## src/rtl/activity_led_array.sv

```systemverilog
// Multi-channel activity LED driver: each channel synchronises an async input, detects
// activity, stretches it to a visible pulse, and drives a registered LED gated by a shared PWM.
module activity_led_lane #(
  parameter int   WIDTH        = 256,
  parameter int   SYNC_STAGES  = 2,
  parameter int   TRIG_MODE    = 0,
  parameter logic ACTIVE_LEVEL = 1'b0
) (
  input  logic clk,
  input  logic rst,
  input  logic i,
  input  logic force_on,
  input  logic pwm_on,
  output logic o
);
  localparam int CW = $clog2(WIDTH + 1);

  logic [SYNC_STAGES-1:0] s;
  logic                   si;
  logic                   prev;
  logic                   trg;
  logic [CW-1:0]          ctr;

  assign si = s[SYNC_STAGES-1];

  always_comb begin
    trg = si;
    if (TRIG_MODE == 0)      trg = si ^ prev;
    else if (TRIG_MODE == 1) trg = si & ~prev;
  end

  // o uses the pre-edge ctr, so a fresh trigger shows one cycle after the reload
  always_ff @(posedge clk or posedge rst) begin
    if (rst) begin
      s    <= '0;
      prev <= 1'b0;
      ctr  <= '0;
      o    <= ~ACTIVE_LEVEL;
    end else begin
      s    <= {s[SYNC_STAGES-2:0], i};
      prev <= si;
      if (trg)              ctr <= CW'(WIDTH);
      else if (ctr != '0)   ctr <= ctr - CW'(1);
      o    <= (((ctr != '0) | force_on) & pwm_on) ? ACTIVE_LEVEL : ~ACTIVE_LEVEL;
    end
  end
endmodule

module activity_led_array #(
  parameter int   N_CHANNELS   = 4,
  parameter int   WIDTH        = 256,
  parameter int   SYNC_STAGES  = 2,
  parameter int   TRIG_MODE    = 0,
  parameter logic ACTIVE_LEVEL = 1'b0,
  parameter int   PWM_BITS     = 4
) (
  input  logic                  clk,
  input  logic                  rst,
  input  logic [N_CHANNELS-1:0] i,
  input  logic [N_CHANNELS-1:0] force_on,
  input  logic [PWM_BITS:0]     brightness,
  output logic [N_CHANNELS-1:0] o
);
  logic pwm_on;

  // brightness has one extra bit so 2**PWM_BITS (and above) means fully on
  generate
    if (PWM_BITS > 0) begin : g_pwm
      logic [PWM_BITS-1:0] pwm_ctr;
      always_ff @(posedge clk or posedge rst) begin
        if (rst) pwm_ctr <= '0;
        else     pwm_ctr <= pwm_ctr + PWM_BITS'(1);
      end
      assign pwm_on = ({1'b0, pwm_ctr} < brightness);
    end else begin : g_nopwm
      assign pwm_on = brightness[0];
    end
  endgenerate

  genvar c;
  generate
    for (c = 0; c < N_CHANNELS; c++) begin : g_lane
      activity_led_lane #(
        .WIDTH        (WIDTH),
        .SYNC_STAGES  (SYNC_STAGES),
        .TRIG_MODE    (TRIG_MODE),
        .ACTIVE_LEVEL (ACTIVE_LEVEL)
      ) u_lane (
        .clk      (clk),
        .rst      (rst),
        .i        (i[c]),
        .force_on (force_on[c]),
        .pwm_on   (pwm_on),
        .o        (o[c])
      );
    end
  endgenerate
endmodule

```

## config.mk

```make
export PLATFORM = sky130hd
export DESIGN_NAME = activity_led_array
export DESIGN_NICKNAME = d
export VERILOG_FILES = /design/src/rtl/activity_led_array.sv
export SDC_FILE = /design/constraint.sdc
export NUM_CORES = 1
export LEC_CHECK = 0
export ABC_AREA = 1
export BUFFER_PORTS_ARGS = -buffer_cell sky130_fd_sc_hd__buf_2
export CORE_MARGIN = 2
export CORE_UTILIZATION = 55
export CTS_CLUSTER_SIZE = 28
export DETAILED_ROUTE_END_ITERATION = 8
export GPL_TIMING_DRIVEN = 0
export PLACE_DENSITY = 0.74
export SLEW_MARGIN = 15
export SYNTH_ARGS = -nofsm -noshare
export SYNTH_HDL_FRONTEND = slang
export SYNTH_SLANG_ARGS = --single-unit
```

## constraint.sdc

```tcl
create_clock -name clk -period 3.6 [get_ports clk]
set_input_delay 0.9 -clock clk [delete_from_list [all_inputs] [get_ports clk]]
set_output_delay 0.9 -clock clk [all_outputs]
set_load 0.02 [all_outputs]
```

## Word-level counts from Yosys, hierarchy flattened

Index checks and enable logic that the tools add are counted.

- Logic and storage cells: 55
- Input bits: 15
- Flip-flop bits (word level): 56
- Output and inout bits: 4

- Magnitude comparators: 1
- Bitwise gates (word level): 12
- Add/sub/neg operators: 5
- Reduce and logical (&&, ||, !) cells: 8
- Mux-type cells: 12

Operators with widths:

| operator | number |
|---|---|
| 2-to-1 mux 9 bit | 8 |
| nonzero test 9 bit | 4 |
| subtractor 9 x 1 -> 9 bit (second input constant) | 4 |
| nonzero test 2 bit | 4 |
| less-than comparator 4 x 5 -> 1 bit | 1 |
| adder 4 x 1 -> 4 bit (second input constant) | 1 |
| AND 1 bit | 4 |
| 2-to-1 mux 1 bit | 4 |
| OR 1 bit | 4 |
| bitwise XOR 1 bit | 4 |

## Longest topological paths before layout

Gate-level depths: netlist of run 1.

- Word-level depth: 4
- Depth in mapped cells: 8
- Gate-level depth less buffers: 8

## Modules after synthesis

Synthesis of run 1 repeated with hierarchy kept, for this count alone.

- Cells, all modules: 338
- Area, all modules: 2852.7 sq um

Modules (own cells, without submodules):

| module | sequential area each (sq um) | times used | cells each | area each (sq um) |
|---|---|---|---|---|
| activity_led_lane | 326.6 | 4 | 77 | 651.9 |
| activity_led_array | 100.1 | 1 | 30 | 245.2 |

## Worst setup path after synthesis of run 1

OpenSTA, ideal clock, no wires.

- Path type: input -> register
- Start: in brightness[2]
- End: reg g_lane[0].u_lane.o
- Path buffers: 0
- Path slack: 1.871 ns
- Data required time: 3.511 ns
- Stages: 6
- Arrival: 1.640 ns
- Setup time: 0.089 ns
- Cells stage by stage: inv_1 > ha_1 > a21oi_1 > o21ai_0 > nor2_1 > o21ai_0

- Word-level cells in the longest chain between the ends: 3

RTL lines:

| what | line | source |
|---|---|---|
| start: declaration | 61 | `input logic [PWM_BITS:0] brightness,` |
| less-than comparator 4 x 5 -> 1 bit | 74 | `assign pwm_on = ({1'b0, pwm_ctr} < brightness);` |
| AND 1 bit | 44 | `o <= (((ctr != '0) \| force_on) & pwm_on) ? ACTIVE_LEVEL : ~ACTIVE_LEVEL;` |
| 2-to-1 mux 1 bit | 44 |  |
| end signal: assignment | 38 | `o <= ~ACTIVE_LEVEL;` |
| end signal: assignment | 44 |  |
| end: declaration | 14 | `output logic o` |

Every way passes these cells.
A chain may end at the register's enable or synchronous reset.

## Worst setup path after layout of run 1

- Start: reg g_lane[2].u_lane.o
- End: out o[2]

RTL lines:

| what | line | source |
|---|---|---|
| start: declaration | 14 |  |
| start signal: assignment | 38 |  |
| start signal: assignment | 44 |  |
| end: declaration | 62 | `output logic [N_CHANNELS-1:0] o` |

No word-level cell between the ends.

==> results_dict.tcl, run 1 <==
set metrics [dict create \
    status "completed" \
    nFillCells 433 \
    grt_antenna_before_repair 0 \
    rsz0062_at_grt "no" \
    worst_ir_drop_vdd_v 0.000466 \
    hold_class "reg2reg" \
    dp_cells 411 \
    avgSynthCellArea_um2 8.50 \
    die_area_um2 5610 \
    drive_gt1_share_pct 18.8 \
    grt_pass1_wl_um 8200 \
    wl_um 4680 \
    r2r-start "g_pwm.pwm_ctr[2]" \
    stdcell_count 419 \
    grtUsageMet2_pct 35.2 \
    via_per_inst 4.76 \
    min_to "g_lane[1].u_lane.s[1]" \
    crit_required_ns 2.70 \
    placed_cell_area_um2 2960 \
    ctsLongestPathBuffers 2 \
    antennaDiodeCount 0 \
    min-delay-start "g_lane[1].u_lane.s[0]" \
    drc 0 \
    max_stage_delay_ns 0.53 \
    gp_congestion 0.839 \
    cts_buffers 5 \
    p_per_area_nw_per_um2 745 \
    detailed_place_hpwl_um 3380 \
    dr.pass1.iters 4 \
    grt_max_degree 34 \
    critical_path_class "reg2out" \
    crit_chain "buf_4, buf_2" \
    cp_max_fo 1 \
    cp.arrival_ns 1.07 \
    grt_usage_pct 19.4 \
    reg2reg_depth 5 \
    cap_viol_max_count 0 \
    end_kind "output port" \
    busiest_layer "met2" \
    antenna_left 0 \
    via_count 1995 \
    hold_viol_final 0 \
    ys_seq_elements 56 \
    cts.sinks 56 \
    hold_buffers 0 \
    period_minus_slack_ns 1.97 \
    syn_nets 348 \
    fin_ws_ns 1.63 \
    grt-ovfl-total 0 \
    dominantRegCellSynth "dfrtp_1" \
    r2r_slack_ns 2.02 \
    synth_cell_types 24 \
    io_pins 19 \
    cp_top_family "flip-flops" \
    preCtsSetupSlack_ns 1.42 \
    netlist_area_um2 2760 \
    crit_buf_inv 2 \
    period_share_pct 54.8 \
    syn-instance-count 325 \
    clockRootBuffer "clkbuf_8" \
    setup_tns_ns 0 \
    async_flop_share_pct 100 \
    skew_ns 0.00509 \
    initial_core_util_pct 57.7 \
    max_freq_ghz 0.507 \
    first_global_vias 1987 \
    wl_per_cell_um 11.2 \
    clk_pin_slew_ns 0.09 \
    die_w_um 74.9 \
    dr.first_iter.drc_count 104 \
    multi_input_area_um2 1100 \
    layout.nets 374 \
    critPathSlowestCell "dfstp_2" \
    slew_viol_final 0 \
    ctsResizeCount 0 \
    ys_seq_area_share_pct 50.9 \
    core-area_um2 4790 \
    placement_rows 25 \
    reg2reg_to "g_lane[2].u_lane.o" \
    grt.met3_usage_pct 4.15 \
    cts_tree "done" \
    cts_max_level 2 \
    worst_pin_slew_ns 0.534 \
    start_kind "flip-flop" \
    regArea_um2 1410 \
    insertion_delay_ns 0.31 \
    worstSetupStartpoint "g_lane[2].u_lane.o" \
    post_cts.repair.setup_buffers 0 \
    setup_viol 0 \
    worstHoldPathCells 0 \
    use_met1_pct 22.0 \
    timing.slew.headroom_pct 64.3 \
    area_growth_syn_to_layout_pct 11.1 \
    io_buffer_count 18 \
    synth-edff-count 0 \
    power_leakage_nw 1.72 \
    ys_warn_count 0 \
    fin_area_um2 3070 \
    die_h_um 74.9 \
]
## how the worst max path moves through the flow
stage | to | slack, ns | cells after the start
floorplan | g_lane[0].u_lane.ctr[0] | 1.34 | 1
global placement | g_lane[0].u_lane.ctr[6] | 0.66 | 2
detailed placement | g_lane[1].u_lane.o | 1.42 | 7
CTS | o[2] | 1.61 | 2
global route | o[2] | 1.57 | 2
finish | o[2] | 1.63 | 2
## metal layers
metal,share of wire [%],up-vias
met4,1.2,0
met1,44,922
li1,-,1051
met3,2.9,5
met5,0,-
met2,52,17
## synthesized netlist by cell type (2+ instances only)
cell type,number,area (µm²)
a21oi_1,4,20.0
buf_4,4,30.0
dfrtp_1,52,1300
dfstp_2,4,105
ha_1,8,100
inv_1,58,218
inv_2,2,7.51
nand2_1,66,248
nand2_2,4,25.0
nand2_4,3,33.8
nand3_1,29,145
nand4_1,12,75.1
nor2_1,37,139
nor2_2,9,56.3
nor2_4,5,56.3
o21ai_0,12,60.1
or2_2,3,18.8
xnor2_1,2,17.5
xnor2_2,3,48.8
xor2_1,4,35.0
## sequential cells by signal (all words and copies together) (netlist names)
name	flops
g_lane.u_lane.ctr	36
g_lane.u_lane.o	4
g_lane.u_lane.prev	4
g_lane.u_lane.s	8
g_pwm.pwm_ctr	4
## report_power, final
| group | total, mW | internal [mW] | leakage, nW | switching (mW) |
|---|---|---|---|---|
| clock | 0.411 | 0.206 | 0.0541 | 0.205 |
| combinational | 0.923 | 0.350 | 0.974 | 0.573 |
| sequential | 0.951 | 0.801 | 0.689 | 0.149 |
## cells by family (layout without fill, tap and decap cells)
family          count (synthesis)  in the layout  share of synthesized area (%)
buf+inv                        65             92                           9.42
simple gates                  170            170                           29.3
compound gates                 17             17                           3.08
flops                          56             56                           50.9
fa+ha+maj                       8              8                           3.62
xor+xnor                        9              9                           3.67
## layout by cell type (no fill, tap or decap), drive strengths merged, types with 3 or more instances in the layout
cell type  synthesis  routed
nor2              51      51
dfstp              4       4
a21oi              4       4
buf                5      24
nand3             29      29
clkbuf             0       5
or2                3       3
xnor2              5       5
o21ai             13      13
inv               60      60
ha                 8       8
dfrtp             52      52
nand4             12      12
xor2               4       4
nand2             73      73
## cell type report
| type | instances | area share, % |
|---|---|---|
| plain buffers | 5 | 1.14 |
| clock buffers | 5 | 2.24 |
| clock inverters | 3 | 1.39 |
| inverters | 60 | 7.34 |
| multi-input cells | 204 | 35.7 |
| flip-flops and latches | 56 | 45.8 |
| well taps | 67 | 2.73 |
| repair buffers | 19 | 3.59 |
## stage by stage
| stage | power [mW] | util (%) | hold slack (ns) |
|---|---|---|---|
| 2_1_floorplan | 1.70 | - | 0.331 |
| 3_3_place_gp | 1.82 | 61.4 | 0.332 |
| 3_5_place_dp | 1.88 | 61.8 | 0.336 |
| 4_1_cts | 2.31 | 64.1 | 0.359 |
| 5_1_grt | 2.50 | 64.1 | 0.373 |
| 6_report | 2.28 | 64.1 | 0.356 |
No activity file was read; power rests on OpenSTA's default activity.
==> inputs of run 2 (changes only) <==
--- a/config.mk
+++ b/config.mk
@@ -5,10 +5,10 @@
 export SDC_FILE = /design/constraint.sdc
 export NUM_CORES = 1
 export LEC_CHECK = 0
-export ABC_AREA = 1
+export ABC_AREA = 0
 export BUFFER_PORTS_ARGS = -buffer_cell sky130_fd_sc_hd__buf_2
 export CORE_MARGIN = 2
-export CORE_UTILIZATION = 55
+export CORE_UTILIZATION = 53
 export CTS_CLUSTER_SIZE = 28
 export DETAILED_ROUTE_END_ITERATION = 8
 export GPL_TIMING_DRIVEN = 0
==> constraint.sdc (replaced) <==
create_clock -name clk -period 1.75 [get_ports clk]
set_input_delay 0.4375 -clock clk [delete_from_list [all_inputs] [get_ports clk]]
set_output_delay 0.4375 -clock clk [all_outputs]
set_load 0.02 [all_outputs]
==> run 2 against run 1 <==
- clock skew increased by 0.0033 ns
- final area shrank 3.8%
- largest cell class unchanged
- total power is 100% higher
- die area is 3.8% lower
- critical path depth grew 3
- clock power up 69%
- setup slack worse by 1.6 ns
- final cell count decreased by 22%
- sequential power grew 110%
- sequential share of layout area up 1.8 points
- largest power group unchanged
- sequential cell count did not move
- core utilization down 1.2 points
==> results_dict.tcl, run 2 <==
set metrics [dict create \
    via_per_inst 5.44 \
    top_register "g_lane.u_lane.ctr" \
    reg2reg_depth 5 \
    dominantRegCellSynth "dfrtp_1" \
    synth_common_cells "dfrtp_1 (52), nor2_1 (31), inv_1 (18), a21oi_1 (17), xnor2_1 (10)" \
    antenna_left 0 \
    layout.nets 293 \
    io_buffer_count 18 \
    dp_cells 306 \
    ys_seq_elements 56 \
    yosys.area.top_type_share_pct 50.9 \
    stdcell_count 325 \
    reg_top3 "g_lane.u_lane.ctr x36, g_lane.u_lane.s x8" \
    synth_most_common_cell "dfrtp_1" \
    synth-edff-count 0 \
    cts_tree "done" \
    max_freq_ghz 0.591 \
    busiest_layer "met2" \
    period_minus_slack_ns 1.69 \
    timing.slew.headroom_pct 53.4 \
    syn-instance-count 234 \
    utilization_pct 62.9 \
    skew_ns 0.00836 \
    cts_buffers 5 \
    final_cell_mix "dfrtp_1 (52), nor2_1 (31), buf_2 (18)" \
    grt.met3_usage_pct 3.57 \
    avgSynthCellArea_um2 10.9 \
    hold_class "in2async" \
    power_leakage_nw 1.35 \
    crit_required_ns 1.92 \
    worst_ir_drop_vdd_v 0.000730 \
    reg2reg_to "g_lane[2].u_lane.ctr[5]" \
    layout_commonest_cell "dfrtp_1" \
    netlist_area_um2 2560 \
    gp_congestion 0.771 \
    core-area_um2 4690 \
    setup_viol 0 \
    use_met1_pct 22.5 \
    die_w_um 73.4 \
    hold_buffers 0 \
    grtUsageMet2_pct 30.0 \
    r2r_slack_ns 0.06 \
    ys_warn_count 0 \
    cts_max_level 2 \
    async_flop_share_pct 100 \
    die_area_um2 5390 \
    dr.pass1.iters 4 \
    placement_rows 25 \
    rsz0062_at_grt "yes" \
    io_pins 19 \
    cp_max_fo 3 \
    status "completed" \
    critical_path_class "reg2reg" \
    die_h_um 73.4 \
    wl_um 4330 \
    antennaDiodeCount 0 \
    drive_gt1_share_pct 24.0 \
    cp.arrival_ns 1.87 \
    syn_nets 257 \
    dr.first_iter.drc_count 93 \
    largest_register_ffs 36 \
    first_global_vias 1714 \
    setup_tns_ns 0 \
    cts.sinks 56 \
    period_share_pct 96.7 \
    synth_cell_types 37 \
    clockRootBuffer "clkbuf_8" \
    wl_per_cell_um 13.3 \
    area_growth_syn_to_layout_pct 15.5 \
    r2r-start "g_lane[2].u_lane.ctr[0]" \
    ctsLongestPathBuffers 2 \
    initial_core_util_pct 54.5 \
    end_kind "flip-flop" \
    grt_antenna_before_repair 0 \
    via_count 1767 \
    yosys-top-cells-area "dfrtp_1 (51%), nor2_1 (4.6%), dfstp_2 (4.1%)" \
    total_power_mw 4.66 \
    grt-ovfl-total 0 \
    yosys.area.top_type "dfrtp_1" \
    grt_pass1_wl_um 7360 \
    worst_pin_slew_ns 0.696 \
    slew_viol_final 0 \
    hold_viol_final 0 \
    ys_seq_area_share_pct 55.0 \
    cap_viol_max_count 0 \
    p_per_area_nw_per_um2 1580 \
    grt_max_degree 57 \
    placed_cell_area_um2 2720 \
    drc 0 \
    start_kind "flip-flop" \
    grt_usage_pct 17.8 \
    insertion_delay_ns 0.31 \
    clk_pin_slew_ns 0.09 \
    detailed_place_hpwl_um 2910 \
    fin_area_um2 2950 \
]
[run 2: changes by cell type after synthesis, moves of 9 or more]
cell and delta:
nor2_2 -9, nand3_1 -23, a21oi_1 +13, nand2_1 -62, inv_1 -40, nand2b_1 +9
nand4_1 -12
[run 2: worst max path at each step]
stage	startpoint	to
final	g_lane[2].u_lane.ctr[0]	g_lane[2].u_lane.ctr[5]
after global routing	g_lane[0].u_lane.ctr[1]	g_lane[0].u_lane.ctr[5]
after CTS	g_lane[0].u_lane.ctr[0]	g_lane[0].u_lane.ctr[7]
after detailed placement	brightness[1]	g_lane[1].u_lane.o
after global placement	brightness[1]	g_lane[1].u_lane.o
after floorplan	g_lane[2].u_lane.ctr[0]	g_lane[2].u_lane.ctr[6]
[run 2: critical path: stages (launching register included)]
cell and delay [ns]:
dfrtp_1 0.39, buf_4 0.14, or4_4 0.55, a311oi_2 0.29, xnor2_1 0.15, nor2_1 0.05
[run 2: kinds of logic after synthesis]
family	Yosys count	share of synthesized area, %
buffers and inverters	23	3.96
AOI/OAI and AO/OA	48	12.6
xor gates and xnor gates	17	5.82
muxes	2	0.783
DFF	56	55.0
adders and majority gates	8	3.92
and+or+nand+nor	80	17.9
[run 2: area by class of cell]
class                   instances  area (µm²)
clock inverters                 2        16.3
flip-flops and latches         56        1410
fillers                       383        1740
well taps                      54        67.6
plain buffers                   5        33.8
clock buffers                   6        72.6
multi-input cells             155        1100
inverters                      18        71.3
repair buffers                 29         185
[run 2: stage by stage]
step / worst slack, ns / hold WS, ns
detailed placement: -0.210 / 0.338
CTS: 0.00664 / 0.221
finish: 0.0570 / 0.177
global placement: -0.103 / 0.332
floorplan: 0.106 / 0.331
global route: -0.0187 / 0.221
[run 2: per-layer routing]
| metal | wire length (µm) | share of wire [%] |
|---|---|---|
| met5 | 0 | 0 |
| met4 | 60 | 1.4 |
| met3 | 130 | 3.0 |
| met2 | 2120 | 49 |
| met1 | 2020 | 47 |
[run 2: what timing repair did]
item / 4_1_cts / 5_1_grt
resized for setup: 4 / 10
setup buffers: 2 / 8
endpoints found under the hold margin: 0 / 0
gates cloned: 0 / 0
pin swaps: 0 / 4
setup endpoints to repair: 10 / 17
[run 2: power by group]
group	internal (mW)	leakage, nW	total, mW	switching (mW)
combinational	1.01	0.620	1.97	0.955
clock	0.285	0.0414	0.694	0.408
sequential	1.64	0.691	1.99	0.359
